[src/rtl/line_store.sv]
// Byte capture stage for the scan converter: tags each captured byte with a
// {line, col} frame-buffer address, queues it, and drains the queue to async SRAM.
module line_store #(
  parameter int COL_W      = 6,
  parameter int LINE_W     = 9,
  parameter int FIFO_DEPTH = 4
) (
  input  logic                    clk,
  input  logic                    reset,
  input  logic [7:0]              vd,
  input  logic                    save,
  output logic                    saved,
  input  logic                    hsync,
  input  logic                    vsync,
  output logic [COL_W+LINE_W-1:0] sram_addr,
  output logic [7:0]              sram_dq,
  output logic                    sram_ce_n,
  output logic                    sram_we_n,
  output logic                    overflow
);

  // state  | meaning
  // IDLE   | queue empty, SRAM deselected; pops as soon as an entry appears
  // SETUP  | address/data presented, chip enabled, write strobe high
  // STROBE | write strobe low for one cycle
  // HOLD   | strobe released, address/data held; pops the next entry if any

  localparam int AW = COL_W + LINE_W;
  localparam int EW = AW + 8;
  localparam int PW = $clog2(FIFO_DEPTH);

  typedef enum logic [1:0] {IDLE, SETUP, STROBE, HOLD} state_t;

  state_t            state, state_nxt;
  logic              save_d, hsync_d, vsync_d;
  logic [COL_W-1:0]  col;
  logic [LINE_W-1:0] line;
  logic              col_full;
  logic [EW-1:0]     mem [FIFO_DEPTH];
  logic [PW-1:0]     wr_ptr, rd_ptr;
  logic [PW:0]       count;
  logic              cap, hs_rise, vs_rise;
  logic              fifo_empty, fifo_full;
  logic              pop, push, drop;

  assign cap        = save & ~save_d;
  assign hs_rise    = hsync & ~hsync_d;
  assign vs_rise    = vsync & ~vsync_d;
  assign fifo_empty = (count == '0);
  assign fifo_full  = (count == (PW+1)'(FIFO_DEPTH));
  // A full queue still accepts when the writer frees a slot on the same edge.
  assign push       = cap & ~col_full & (~fifo_full | pop);
  assign drop       = cap & ~push;

  always_comb begin
    state_nxt = state;
    pop       = 1'b0;
    case (state)
      IDLE: begin
        if (!fifo_empty) begin
          pop       = 1'b1;
          state_nxt = SETUP;
        end
      end
      SETUP:  state_nxt = STROBE;
      STROBE: state_nxt = HOLD;
      HOLD: begin
        if (!fifo_empty) begin
          pop       = 1'b1;
          state_nxt = SETUP;
        end else begin
          state_nxt = IDLE;
        end
      end
      default: state_nxt = IDLE;
    endcase
  end

  always_ff @(posedge clk) begin
    if (reset) begin
      state     <= IDLE;
      sram_ce_n <= 1'b1;
      sram_we_n <= 1'b1;
      sram_addr <= '0;
      sram_dq   <= '0;
    end else begin
      state     <= state_nxt;
      sram_ce_n <= (state_nxt == IDLE);
      sram_we_n <= (state_nxt != STROBE);
      if (pop) begin
        sram_addr <= mem[rd_ptr][EW-1:8];
        sram_dq   <= mem[rd_ptr][7:0];
      end
    end
  end

  always_ff @(posedge clk) begin
    if (push) mem[wr_ptr] <= {line, col, vd};
  end

  always_ff @(posedge clk) begin
    if (reset) begin
      wr_ptr <= '0;
      rd_ptr <= '0;
      count  <= '0;
    end else begin
      if (push) wr_ptr <= wr_ptr + 1'b1;
      if (pop)  rd_ptr <= rd_ptr + 1'b1;
      if (push && !pop)      count <= count + 1'b1;
      else if (pop && !push) count <= count - 1'b1;
    end
  end

  // Sync edges override the column increment of a coincident capture.
  always_ff @(posedge clk) begin
    if (reset) begin
      save_d   <= 1'b0;
      hsync_d  <= 1'b0;
      vsync_d  <= 1'b0;
      col      <= '0;
      line     <= '0;
      col_full <= 1'b0;
      saved    <= 1'b0;
      overflow <= 1'b0;
    end else begin
      save_d  <= save;
      hsync_d <= hsync;
      vsync_d <= vsync;
      saved   <= push;
      if (drop) overflow <= 1'b1;
      if (vs_rise) begin
        col      <= '0;
        line     <= '0;
        col_full <= 1'b0;
      end else if (hs_rise) begin
        col      <= '0;
        line     <= line + 1'b1;
        col_full <= 1'b0;
      end else if (push) begin
        col <= col + 1'b1;
        if (col == '1) col_full <= 1'b1;
      end
    end
  end

endmodule

[config.mk]
export PLATFORM = sky130hd
export DESIGN_NAME = line_store
export DESIGN_NICKNAME = d
export VERILOG_FILES = /design/src/rtl/line_store.sv
export SDC_FILE = /design/constraint.sdc
export NUM_CORES = 1
export LEC_CHECK = 0
export BUFFER_PORTS_ARGS = -buffer_cell sky130_fd_sc_hd__buf_4
export CORE_MARGIN = 3
export CORE_UTILIZATION = 40
export DETAILED_ROUTE_END_ITERATION = 12
export HOLD_SLACK_MARGIN = 0.15
export MAX_ROUTING_LAYER = met4
export PLACE_DENSITY_LB_ADDON = 0.3
export SLEW_MARGIN = 5
export SYNTH_ARGS = -nofsm -noshare
export SYNTH_HDL_FRONTEND = slang
export SYNTH_SLANG_ARGS = --single-unit
export TNS_END_PERCENT = 100
[constraint.sdc]
create_clock -name clk -period 4 [get_ports clk]
set_input_delay 0.6 -clock clk [delete_from_list [all_inputs] [get_ports clk]]
set_output_delay 0.6 -clock clk [all_outputs]
set_load 0.1 [all_outputs]
==> results.json <==
{
  "grt_antenna_before_repair": 0,
  "grt_usage": 0.145,
  "synthDistinctLibCells": 42,
  "ys_warn_count": 0,
  "numCtsBuffers": 17,
  "synth_area_leaders": "edfxtp_1 (50%), dfxtp_1 (20%), mux4_2 (9.3%), a22o_1 (3.6%), ha_1 (2.2%)",
  "crit_path_end_kind": "flip-flop",
  "hold_buffers": 0,
  "fin_tns_setup_ns": 0,
  "place_ws_ns": 1.20,
  "power_frac_seq": 0.360,
  "post-route-period-util": 0.698,
  "utilization": 0.496,
  "cts.sinks": 147,
  "vdd_ir_drop_max_mv": 0.433,
  "slew_headroom": 0.388,
  "crit_type": "reg2reg",
  "die_area_um2": 15400,
  "drtIter0Drc": 236,
  "worst_pin_slew_ns": 0.917,
  "arrival_ns": 3.14,
  "clk_latency_ns": 0.41,
  "ios": 40,
  "synth_common_cells": "edfxtp_1 (92), dfxtp_1 (55), a22o_1 (23), mux4_2 (23), a21oi_1 (16)",
  "cts-resized-gates": 0,
  "initial_utilization": 0.415,
  "synth.most_common_cell": "edfxtp_1",
  "yosysTopAreaCell": "edfxtp_1",
  "viasPerCell": 5.21,
  "grt_pass1_wl_um": 16100,
  "grt_overflow_total": 0,
  "wire_per_inst_um": 16.8,
  "cts_setup_buffers": 0,
  "drive_gt1_frac": 0.253,
  "async_reset_ff_frac": 0,
  "n_antenna_cell": 0,
  "fin_crit_ns": 2.79,
  "worst_ep_required_time_ns": 4.34,
  "rsz0062_at_grt": "no",
  "place.gp.congestion": 0.791,
  "finalWorstSetupSlack_ns": 1.21,
  "yosys_register_bits": 147,
  "clockPowerShare": 0.306,
  "stdcell_count": 579,
  "yosysTopAreaCellShare": 0.495,
  "placedCellCount": 547,
  "syn_area_per_cell_um2": 16.3,
  "wl_um": 9750,
  "setup_viol": 0,
  "cp_max_fo": 14,
  "grt_max_degree": 24,
  "hpwl_um": 5860,
  "power_switching_uw": 1930,
  "synth-edff-count": 92,
  "status": "completed",
  "area_growth_pct": 19.5,
  "die_x_um": 124,
  "seq_area_frac_synth": 0.693,
  "dieHeight_um": 124,
  "clock_skew_ns": 0.00721,
  "vias": 3017,
  "portBuffers": 39,
  "first_pass_iters": 4,
  "cts_tree": "built",
  "switching_share": 0.364,
  "fp-row-count": 42,
  "grt_pass1_vias": 3113,
  "ys.flop_type": "edfxtp_1",
  "hp-class": "in2reg",
  "cts_buffer_depth": 2,
  "intPower_uw": 3370,
  "critPathLaunchType": "flip-flop",
  "hold_viol_final": 0,
  "synth_nets": 367,
  "syn_inst": 343,
  "p_leak_uw": 0.00237,
  "fmax_mhz": 358,
  "netlist_area_um2": 5580,
  "core_um2": 13500,
  "ant_nets": 0,
  "power_per_cell_area_nw_per_um2": 795,
  "layout.nets": 414,
  "drv_cap": 0,
  "cts.clk_slew.worst_paths_ns": 0.06,
  "root_buffer": "clkbuf_16",
  "power_frac_comb": 0.335,
  "route.detailed.drc": 0,
  "slew_violations": 0,
  "htree_levels": 4
}
==> layout make-up <==
cell class | count | area, µm²
multi-input cells | 169 | 1590
well taps | 176 | 220
clock buffers | 24 | 493
flip-flops and latches | 147 | 3860
fillers | 1147 | 6790
repair buffers | 46 | 345
clock inverters | 8 | 124
inverters | 9 | 33.8
==> cell families (layout without fill, tap and decap cells) <==
family          after synthesis  after routing  share of synthesized area
compound gates               61             61                     0.0792
buf+inv                      27             87                     0.0238
simple gates                 66             66                     0.0718
mux                          27             27                      0.100
flops                       147            147                      0.693
xor+xnor                      4              4                    0.00628
fa+ha+maj                    11             11                     0.0260
==> power by group through the flow <==
stage                     clock (µW)  combinational [µW]  sequential, µW
final                           1620                1770            1900
after global routing            1720                1880            1930
after CTS                       1650                1800            1910
after detailed placement           0                1790            1940
after global placement             0                1770            1920
after floorplan                    0                 681            2700
==> critical path, cell delays in order (launching register included) <==
cell and delay (ns):
dfxtp_1 0.45, inv_1 0.10, ha_1 0.42, and4bb_2 0.37
nor2_1 0.14, ha_1 0.21, inv_1 0.06, fa_1 0.38
xor2_1 0.16, or3_1 0.30, a21oi_1 0.14
==> routing by layer <==
layer	track usage	vias up	share of wire
li1	-	1443	-
met1	0.181	1495	0.46
met2	0.225	68	0.47
met3	0.0459	11	0.047
met4	0.0527	0	0.014
met5	-	-	0
==> registers in the layout, indices dropped and copies added (netlist names), 2 cells and up <==
| register | flops |
|---|---|
| sram_dq | 8 |
| sram_addr | 15 |
| col | 6 |
| state | 2 |
| wr_ptr | 2 |
| rd_ptr | 2 |
| line | 9 |
| count | 3 |
| mem | 92 |
==> stage by stage <==
step / total power (µW) / hold WS (ns) / instance area (µm²)
2_1_floorplan: 3380 / 0.474 / 5580
3_3_place_gp: 3690 / 0.435 / 6050
3_5_place_dp: 3730 / 0.450 / 6050
4_1_cts: 5350 / 0.371 / 6670
5_1_grt: 5530 / 0.362 / 6670
6_report: 5300 / 0.388 / 6670
==> worst paths after layout <==
path	from	end	slack [ns]	depth (start not counted)
setup / recovery	state[0]	count[2]	1.21	10
hold / removal	vd[5]	mem[1][5]	0.39	1
setup reg to reg	state[0]	count[2]	1.21	10
hold reg to reg	overflow	overflow	0.46	2
==> cell usage in the layout (no fill, tap or decap), types with 2 or more instances in the layout <==
cell	Yosys	routed
nand4_1	2	2
xor2_1	4	4
ha_1	10	10
a22o_1	23	23
mux4_2	23	23
o31ai_1	6	6
bufinv_16	0	3
dfxtp_1	55	55
nand3b_1	2	2
nand3_1	8	8
buf_4	2	46
inv_1	9	9
or3_1	7	7
clkbuf_8	0	2
nor2b_1	5	5
or4_1	6	6
nand2_1	5	5
o21ai_0	10	10
clkinvlp_4	0	2
clkbuf_1	6	4
clkinv_2	0	2
clkbuf_16	0	18
nand4b_1	3	3
and3_1	5	5
edfxtp_1	92	92
nor2_1	9	9
nand2b_1	4	4
mux2i_1	3	3
a21oi_1	16	16
nor3_1	4	3
Note: power is estimated with default switching activity, not from simulation.
